--- config.mk ---
export PLATFORM = sky130hd
export DESIGN_NAME = writeback_state_flat
export DESIGN_NICKNAME = d
export VERILOG_FILES = /design/src/rtl/writeback_state_if.sv /design/src/rtl/writeback_state.sv /design/src/flat_wrapper.sv
export SDC_FILE = /design/constraint.sdc
export NUM_CORES = 2
export LEC_CHECK = 0
export BUFFER_PORTS_ARGS = -buffer_cell sky130_fd_sc_hd__buf_2
export CAP_MARGIN = 20
export CORE_MARGIN = 3
export CORE_UTILIZATION = 30
export CTS_CLUSTER_SIZE = 8
export DETAILED_ROUTE_END_ITERATION = 7
export SLEW_MARGIN = 20
export SYNTH_ARGS = -nofsm -noshare
export SYNTH_HDL_FRONTEND = slang
export SYNTH_SLANG_ARGS = --single-unit
--- constraint.sdc ---
create_clock -name WB_CLOCK -period 2.4 [get_ports WB_CLOCK]
set_input_delay 0.24 -clock WB_CLOCK [delete_from_list [all_inputs] [get_ports WB_CLOCK]]
set_output_delay 0.24 -clock WB_CLOCK [all_outputs]
set_load 0.02 [all_outputs]
--- src/rtl/writeback_state_if.sv ---
// Bus between the memory stage register / decode and the writeback stage.
// MEM_REG_VALID qualifies every MEM_* field in the same cycle; there is no ready, writeback accepts every valid cycle.
interface writeback_state_if #(
    parameter int CNT_WIDTH = 64
);
    logic                 MEM_REG_VALID;
    logic [31:0]          MEM_REG_IR;
    logic [31:0]          MEM_REG_DOUT2;
    logic [31:0]          MEM_REG_ALU_RESULT;
    logic [31:0]          MEM_REG_PC_4;
    logic [1:0]           MEM_RF_WR_SEL;
    logic                 MEM_REG_WRITE;
    logic [31:0]          WB_CSR_RD;
    logic [4:0]           DEC_RS1_ADDR;
    logic [4:0]           DEC_RS2_ADDR;
    logic [31:0]          WB_RS1_DATA;
    logic [31:0]          WB_RS2_DATA;
    logic                 WB_FWD_WE;
    logic [4:0]           WB_FWD_RD;
    logic [31:0]          WB_FWD_DATA;
    logic [CNT_WIDTH-1:0] WB_RETIRED;

    modport master (
        output MEM_REG_VALID, MEM_REG_IR, MEM_REG_DOUT2, MEM_REG_ALU_RESULT, MEM_REG_PC_4,
               MEM_RF_WR_SEL, MEM_REG_WRITE, WB_CSR_RD, DEC_RS1_ADDR, DEC_RS2_ADDR,
        input  WB_RS1_DATA, WB_RS2_DATA, WB_FWD_WE, WB_FWD_RD, WB_FWD_DATA, WB_RETIRED
    );

    modport slave (
        input  MEM_REG_VALID, MEM_REG_IR, MEM_REG_DOUT2, MEM_REG_ALU_RESULT, MEM_REG_PC_4,
               MEM_RF_WR_SEL, MEM_REG_WRITE, WB_CSR_RD, DEC_RS1_ADDR, DEC_RS2_ADDR,
        output WB_RS1_DATA, WB_RS2_DATA, WB_FWD_WE, WB_FWD_RD, WB_FWD_DATA, WB_RETIRED
    );
endinterface

--- src/rtl/writeback_state.sv ---
// Writeback stage: load formatting, writeback source select, register file with
// write-through read ports, forwarding bus and retired-instruction counter.
module writeback_state #(
    parameter int CNT_WIDTH = 64,
    parameter bit RESET_RF  = 1'b1
) (
    input logic           WB_CLOCK,
    input logic           WB_RESET,
    writeback_state_if.slave wb
);
    logic [4:0]           rd;
    logic [2:0]           funct3;
    logic [1:0]           off;
    logic [7:0]           ld_byte;
    logic [15:0]          ld_half;
    logic [31:0]          ld_data;
    logic [31:0]          wb_data;
    logic                 we;
    logic [31:0]          rs1_data;
    logic [31:0]          rs2_data;
    logic [31:0]          rf [0:31];
    logic [CNT_WIDTH-1:0] retired_q;

    assign rd     = wb.MEM_REG_IR[11:7];
    assign funct3 = wb.MEM_REG_IR[14:12];
    assign off    = wb.MEM_REG_ALU_RESULT[1:0];

    // DOUT2 is the raw aligned word; pick the lane, halfwords ignore off[0].
    always_comb begin
        ld_byte = wb.MEM_REG_DOUT2[7:0];
        case (off)
            2'd1:    ld_byte = wb.MEM_REG_DOUT2[15:8];
            2'd2:    ld_byte = wb.MEM_REG_DOUT2[23:16];
            2'd3:    ld_byte = wb.MEM_REG_DOUT2[31:24];
            default: ld_byte = wb.MEM_REG_DOUT2[7:0];
        endcase
        ld_half = off[1] ? wb.MEM_REG_DOUT2[31:16] : wb.MEM_REG_DOUT2[15:0];
        ld_data = wb.MEM_REG_DOUT2;
        case (funct3)
            3'd0:    ld_data = {{24{ld_byte[7]}}, ld_byte};
            3'd4:    ld_data = {24'd0, ld_byte};
            3'd1:    ld_data = {{16{ld_half[15]}}, ld_half};
            3'd5:    ld_data = {16'd0, ld_half};
            default: ld_data = wb.MEM_REG_DOUT2;
        endcase
    end

    always_comb begin
        wb_data = wb.MEM_REG_ALU_RESULT;
        case (wb.MEM_RF_WR_SEL)
            2'd0:    wb_data = wb.MEM_REG_PC_4;
            2'd1:    wb_data = wb.WB_CSR_RD;
            2'd2:    wb_data = ld_data;
            default: wb_data = wb.MEM_REG_ALU_RESULT;
        endcase
    end

    // Gating with WB_RESET blocks both the write and the bypass while reset is held.
    assign we = wb.MEM_REG_VALID & wb.MEM_REG_WRITE & (rd != 5'd0) & WB_RESET;

    generate
        if (RESET_RF) begin : g_rf_reset
            always_ff @(posedge WB_CLOCK or negedge WB_RESET) begin
                if (!WB_RESET) begin
                    for (int i = 0; i < 32; i++) rf[i] <= '0;
                end else if (we) begin
                    rf[rd] <= wb_data;
                end
            end
        end else begin : g_rf_keep
            always_ff @(posedge WB_CLOCK) begin
                if (we) rf[rd] <= wb_data;
            end
        end
    endgenerate

    always_comb begin
        rs1_data = rf[wb.DEC_RS1_ADDR];
        if (wb.DEC_RS1_ADDR == 5'd0)                rs1_data = '0;
        else if (we && (wb.DEC_RS1_ADDR == rd))     rs1_data = wb_data;
    end

    always_comb begin
        rs2_data = rf[wb.DEC_RS2_ADDR];
        if (wb.DEC_RS2_ADDR == 5'd0)                rs2_data = '0;
        else if (we && (wb.DEC_RS2_ADDR == rd))     rs2_data = wb_data;
    end

    // Every valid instruction retires, including ones that do not write rd.
    always_ff @(posedge WB_CLOCK or negedge WB_RESET) begin
        if (!WB_RESET) retired_q <= '0;
        else if (wb.MEM_REG_VALID) retired_q <= retired_q + CNT_WIDTH'(1);
    end

    assign wb.WB_RS1_DATA = rs1_data;
    assign wb.WB_RS2_DATA = rs2_data;
    assign wb.WB_FWD_WE   = we;
    assign wb.WB_FWD_RD   = rd;
    assign wb.WB_FWD_DATA = wb_data;
    assign wb.WB_RETIRED  = retired_q;
endmodule

--- src/flat_wrapper.sv ---
// flat-port wrapper written by rule: the top's interface ports become plain ports
module writeback_state_flat 
#(
    parameter int CNT_WIDTH = 64,
    parameter bit RESET_RF  = 1'b1
)
  (WB_CLOCK, WB_RESET, wb_MEM_REG_VALID, wb_MEM_REG_IR, wb_MEM_REG_DOUT2, wb_MEM_REG_ALU_RESULT, wb_MEM_REG_PC_4, wb_MEM_RF_WR_SEL, wb_MEM_REG_WRITE, wb_WB_CSR_RD, wb_DEC_RS1_ADDR, wb_DEC_RS2_ADDR, wb_WB_RS1_DATA, wb_WB_RS2_DATA, wb_WB_FWD_WE, wb_WB_FWD_RD, wb_WB_FWD_DATA, wb_WB_RETIRED);
  writeback_state_if #(.CNT_WIDTH(CNT_WIDTH)) wb_i ();
  input logic WB_CLOCK;
  input logic WB_RESET;
  input wire logic [$bits(wb_i.MEM_REG_VALID)-1:0] wb_MEM_REG_VALID;
  input wire logic [$bits(wb_i.MEM_REG_IR)-1:0] wb_MEM_REG_IR;
  input wire logic [$bits(wb_i.MEM_REG_DOUT2)-1:0] wb_MEM_REG_DOUT2;
  input wire logic [$bits(wb_i.MEM_REG_ALU_RESULT)-1:0] wb_MEM_REG_ALU_RESULT;
  input wire logic [$bits(wb_i.MEM_REG_PC_4)-1:0] wb_MEM_REG_PC_4;
  input wire logic [$bits(wb_i.MEM_RF_WR_SEL)-1:0] wb_MEM_RF_WR_SEL;
  input wire logic [$bits(wb_i.MEM_REG_WRITE)-1:0] wb_MEM_REG_WRITE;
  input wire logic [$bits(wb_i.WB_CSR_RD)-1:0] wb_WB_CSR_RD;
  input wire logic [$bits(wb_i.DEC_RS1_ADDR)-1:0] wb_DEC_RS1_ADDR;
  input wire logic [$bits(wb_i.DEC_RS2_ADDR)-1:0] wb_DEC_RS2_ADDR;
  output wire logic [$bits(wb_i.WB_RS1_DATA)-1:0] wb_WB_RS1_DATA;
  output wire logic [$bits(wb_i.WB_RS2_DATA)-1:0] wb_WB_RS2_DATA;
  output wire logic [$bits(wb_i.WB_FWD_WE)-1:0] wb_WB_FWD_WE;
  output wire logic [$bits(wb_i.WB_FWD_RD)-1:0] wb_WB_FWD_RD;
  output wire logic [$bits(wb_i.WB_FWD_DATA)-1:0] wb_WB_FWD_DATA;
  output wire logic [$bits(wb_i.WB_RETIRED)-1:0] wb_WB_RETIRED;
  assign wb_i.MEM_REG_VALID = wb_MEM_REG_VALID;
  assign wb_i.MEM_REG_IR = wb_MEM_REG_IR;
  assign wb_i.MEM_REG_DOUT2 = wb_MEM_REG_DOUT2;
  assign wb_i.MEM_REG_ALU_RESULT = wb_MEM_REG_ALU_RESULT;
  assign wb_i.MEM_REG_PC_4 = wb_MEM_REG_PC_4;
  assign wb_i.MEM_RF_WR_SEL = wb_MEM_RF_WR_SEL;
  assign wb_i.MEM_REG_WRITE = wb_MEM_REG_WRITE;
  assign wb_i.WB_CSR_RD = wb_WB_CSR_RD;
  assign wb_i.DEC_RS1_ADDR = wb_DEC_RS1_ADDR;
  assign wb_i.DEC_RS2_ADDR = wb_DEC_RS2_ADDR;
  assign wb_WB_RS1_DATA = wb_i.WB_RS1_DATA;
  assign wb_WB_RS2_DATA = wb_i.WB_RS2_DATA;
  assign wb_WB_FWD_WE = wb_i.WB_FWD_WE;
  assign wb_WB_FWD_RD = wb_i.WB_FWD_RD;
  assign wb_WB_FWD_DATA = wb_i.WB_FWD_DATA;
  assign wb_WB_RETIRED = wb_i.WB_RETIRED;
  writeback_state #(.CNT_WIDTH(CNT_WIDTH), .RESET_RF(RESET_RF)) u_core (.WB_CLOCK(WB_CLOCK), .WB_RESET(WB_RESET), .wb(wb_i));
endmodule
# Word-level counts from Yosys, hierarchy flattened
# Index checks and enable logic that the tools add are counted.
totals:
  reg_bits: 1088
  latch_bits: 0
  ram_bits: 0
  mem_bits_ro: 0
  inputBits: 176
  word_cells: 79
  mem_count: 0
op_classes:
  n_addsub: 1
  multipliers: 0
  div: 0
  n_lt_le_gt_ge: 4
  n_eq_ne: 10
  n_shift: 0
  muxes: 17
  bitwise: 6
  n_reduce_logical: 8
ops:
  columns: ["cell", "count"]
  rows:
  - ["bitwise mux 1024 bit", 1]
  - ["binary-select mux 32 bit (select 5 bit)", 2]
  - ["2-to-1 mux 32 bit", 9]
  - ["demux 32 bit (select 5 bit)", 1]
  - ["case mux 32 bit (4 select lines)", 1]
  - ["case mux 32 bit (3 select lines)", 1]
  - ["adder 64 x 1 -> 64 bit, second input constant", 1]
  - ["case mux 8 bit (3 select lines)", 1]
  - ["greater-or-equal comparator 6 bit, second input constant", 3]
  - ["inverter 5 -> 6 bit", 3]
  - ["2-to-1 mux 16 bit", 1]
  - ["equality test 5 bit", 2]
  - ["zero test 5 bit", 2]
  - ["equality test 2 bit, second input constant", 3]
  - ["equality test 3 bit, second input constant", 2]
  - ["less-than comparator 6 x 1 -> 1 bit, second input constant", 1]
  - ["nonzero test 5 bit", 1]
  - ["equality test 2 x 1 -> 1 bit, second input constant", 2]
  - ["bitwise AND 1 bit", 3]
  - ["equality test 3 x 1 -> 1 bit, second input constant", 1]
  - ["logical AND 1 bit", 3]
  - ["zero test 3 bit", 1]
  - ["zero test 2 bit", 1]

# Longest topological paths before layout
depth:
  depth_word: 6
  mapped_depth: 12

# Least setup slack after synthesis
# No wires, ideal clock.
synth_path:
  path_type: "input-to-output"
  start: "input wb_MEM_REG_IR[9]"
  end: "output wb_WB_RS1_DATA[6]"
  arrival_ns: 2.410
  slack_ns: -0.250
  stages: 8
  path_cell_list: "clkbuf_1 nor3_4 a31oi_1 and4_1 buf_2 buf_2 nor4_1 a211oi_1"
synth_via:
  elab_chain_len: 6
  elab_cells_between_ends: 7
  cone_classes: "eq/ne (1); mux (2); bitwise (2); reduce/logical (2)"
synth_lines:
  columns: ["element", "line_no", "source"]
  rows:
  - ["start: declaration", "flat_wrapper.sv:12", "input wire logic [$bits(wb_i.MEM_REG_IR)-1:0] wb_MEM_REG_IR;"]
  - ["nonzero test 5 bit", "writeback_state.sv:59", "assign we = wb.MEM_REG_VALID & wb.MEM_REG_WRITE & (rd != 5'd0) & WB_RESET;"]
  - ["bitwise AND 1 bit (2 in a row)", "writeback_state.sv:59", null]
  - ["named net wb_WB_FWD_WE", "flat_wrapper.sv:23", "output wire logic [$bits(wb_i.WB_FWD_WE)-1:0] wb_WB_FWD_WE;"]
  - ["logical AND 1 bit", "writeback_state.sv:80", "else if (we && (wb.DEC_RS1_ADDR == rd)) rs1_data = wb_data;"]
  - ["2-to-1 mux 32 bit", "writeback_state.sv:80", null]
  - ["2-to-1 mux 32 bit", "writeback_state.sv:79", "if (wb.DEC_RS1_ADDR == 5'd0) rs1_data = '0;"]
  - ["end: declaration", "flat_wrapper.sv:21", "output wire logic [$bits(wb_i.WB_RS1_DATA)-1:0] wb_WB_RS1_DATA;"]
# The timed path passes the listed nets, and every way through them passes these cells.

# Worst setup path in the final report
layout_path:
  start: "register u_core.rf[738] (netlist bit)"
  end: "output wb_WB_RS1_DATA[2]"
layout_via:
  elab_chain_len: 5
layout_lines:
  columns: ["element", "line_no", "source"]
  rows:
  - ["start: declaration", "writeback_state.sv:21", "logic [31:0] rf [0:31];"]
  - ["start signal: indexed assignment", "writeback_state.sv:67", "rf[rd] <= wb_data;"]
  - ["binary-select mux 32 bit (select 5 bit)", "writeback_state.sv:78", "rs1_data = rf[wb.DEC_RS1_ADDR];"]
  - ["2-to-1 mux 32 bit (implied by the code) (2 in a row)", "writeback_state.sv:78", null]
  - ["2-to-1 mux 32 bit", "writeback_state.sv:80", null]
  - ["2-to-1 mux 32 bit", "writeback_state.sv:79", null]
# Every way passes these cells. The select of a mux whose other input is x is not followed.

==> results.ini <==
[timing]
slew_viol_final=0
setup_slack_ps=-662.3
fmax_mhz=326.6
rsz0062_at_grt=yes
fin_crit_ps=3062
hold_viol=0
holdWs_ps=94.71
skew_ps=25.74
finalCritPeriodShare_pct=127.6
slew-limit-headroom_pct=27.46
tightest_slew_ps=1082
finalSetupViolations=70

[global_route]
grt_pass1_wl_microns=357800
antenna_found_initial=11
grt_max_degree=181
grt_pass1_vias=51870
grt_usage_pct=23.56
grt_overflow=0

[floorplanning]
die_area_sq_um=202400
start_util_pct=30.26
fp.dieH_microns=449.9
die_w_microns=449.9
fp-row-count=162
io_pins=342
fp.coreArea_sq_um=195400

[detailed_routing]
routed_wl_microns=244800
vias=51980
wl_per_cell_microns=26.20
first_pass_iters=8
postRouteAntennaNets=0
drt_iter0_markers=5191
drc_errors=0
viasPerCell=5.563

[critical_path]
path_buf_inv=2
path_depth=8
critPathArrivalTime_ps=2820
cpMostUsedCell=mux4_2
ff2ff_path_depth=6
cp.required_ps=2160
crit_type=reg2out
start_kind=flip-flop
crit_slowest_cell=mux4_2
cp-end-kind=output pin
slowest_delay_ps=480
crit_chain=buf_6 > mux4_2 > mux4_2 > nand2b_1 > nand3_2 > nor2_4 > a211oi_2 > buf_4
cp_max_fo=2
cpLargestDelayFamily=multiplexers

[yosys]
yosys.area.top_type=dfrtp_1
synthFlopType=dfrtp_1
netlist_top_cells_count=1,105 x nand2_1, 1,088 x dfrtp_1, 958 x o21ai_0
synth_area_sq_um=59120
synthCells=6044
synth-seq-area-share_pct=46.05
ys_seq_elements=1088
synth-edff-count=0
synth_top_area_share_pct=46.05
synth_area_leaders=dfrtp_1 46%, mux2i_1 13%, o21ai_0 8.1%
yosysMostFrequentCell=nand2_1
ys_warn_count=0
avgSynthCellArea_sq_um=9.782
synth_nets=6221
synth.distinct_cells=70
asyncSetResetFlopFracSynth_pct=100.0

[power]
vdd.ir_drop.worst_mv=0.7120
power_leakage_nw=34.93
power.total_mw=50.36
power.density_nw_per_um2=662.6

[layout]
finalNonFillerCells=9344
drive_gt1_share_pct=25.54
fillCellCount=19110
post-route-cell-area_sq_um=76010
area_growth_pct=28.55
nets=6872

[place]
place_ws_ps=-608.1
io_buffers=317
dpl.cell_count=9077
post-dp-hpwl_microns=169600
postPlaceCellArea_sq_um=69560
routabilityCongestion=0.9506

[clock_tree]
cts_tree=built
clk_path_buf_depth=3
cts_root_buffer=clkbuf_16
clk_pin_slew_ps=50
cts-buffers-inserted=155
clock_latency_ps=790
htree_levels=4
clkSinkCount=1088

[run]
drv_cap=0

[min_path]
hold_class=in2reg
min_path_cells=6

[run_status]
outcome=complete, but fails checks
violations=negative setup slack

## tightest hold or removal path: stages
cell and delay [ps]:
buf_2 90, nand2_1 50, o211ai_1 90, o21ai_2 100, buf_12 160, o21ai_0 100
## what timing repair did
item,in CTS,in global routing
gates resized for setup,297,103
cloned,4,0
endpoints found under the hold margin,332,0
pin swaps,223,127
buffers inserted,60,31
hold buffers,7,0
setup endpoints to repair,90,82
## routing by layer
metal	wire length (microns)	global-route usage (%)	share of wire (%)	vias to the layer above
li1	-	-	-	22850
met1	99130	30.44	40	26050
met2	112300	37.53	46	2536
met3	20650	5.217	8.4	534
met4	12670	10.98	5.2	8
met5	57	0	0.023	-
## logic make-up after synthesis
kind of cell             count (synthesis)  synth area share, %
multiplexers                           933                18.92
buffers and inverters                  662                5.540
adder cells (fa/ha/maj)                  1              0.02116
AO/OA/AOI/OAI                         1619                16.18
XOR/XNOR                                73                1.081
flip-flops                            1088                46.05
AND/OR/NAND/NOR                       1668                12.21
## report_power, final
group	internal (mW)	switching (mW)	total, mW
Sequential	19.8	1.17	21.0
Combinational	4.04	5.39	9.43
Clock	11.7	8.27	20.0
## sequential cells by signal (all words and copies together), names as in the netlist
name,cells
u_core.wb.WB_RETIRED,64
u_core.rf,1024
## final timing paths
path	from	to	slack, ps
max in group asynchronous	WB_RESET	u_core.rf[526]	420
worst max register to register	u_core.wb.WB_RETIRED[13]	u_core.wb.WB_RETIRED[61]	240
min in group asynchronous	WB_RESET	u_core.rf[890]	280
worst max-delay path	u_core.rf[738]	wb_WB_RS1_DATA[2]	-660
worst min register to register	u_core.rf[998]	u_core.rf[998]	400
worst min-delay path	wb_MEM_REG_PC_4[18]	u_core.rf[882]	90
## cell usage in the layout, fill, tap and decap left out, types with 58 or more instances in the layout
| cell | synthesis | layout |
|---|---|---|
| nand2_1 | 1105 | 1102 |
| dfrtp_1 | 1088 | 1087 |
| o21ai_0 | 958 | 954 |
| mux2i_1 | 784 | 782 |
| buf_4 | 51 | 573 |
| a22oi_1 | 358 | 342 |
| buf_2 | 130 | 231 |
| buf_12 | 3 | 215 |
| nand3_1 | 220 | 206 |
| clkbuf_16 | 0 | 158 |
| mux4_2 | 109 | 128 |
| nand4_1 | 68 | 68 |
| o21ai_1 | 70 | 68 |
| nor2_1 | 107 | 67 |
| buf_6 | 28 | 61 |
| a21oi_1 | 68 | 58 |
## metrics by stage
| step | util (%) | TNS [ps] |
|---|---|---|
| after floorplan | - | -64.22 |
| after global routing | 38.89 | -24370 |
| after CTS | 38.60 | -22390 |
| final | 38.90 | -18780 |
| after global placement | 35.60 | -80050 |
| after detailed placement | 35.60 | -87030 |
## area by class of cell
cell class	count	area [sq um]	share of cell area, %
Antenna cell	4	10.01	0.01317
Clock buffer	166	4004	5.268
Clock inverter	12	192.7	0.2535
Inverter	52	242.7	0.3194
Multi-Input combinational cell	4294	30160	39.68
Sequential cell	1088	27230	35.82
Tap cell	2624	3283	4.320
Timing Repair Buffer	1104	10880	14.32
Note: power is estimated with default switching activity, not from simulation.
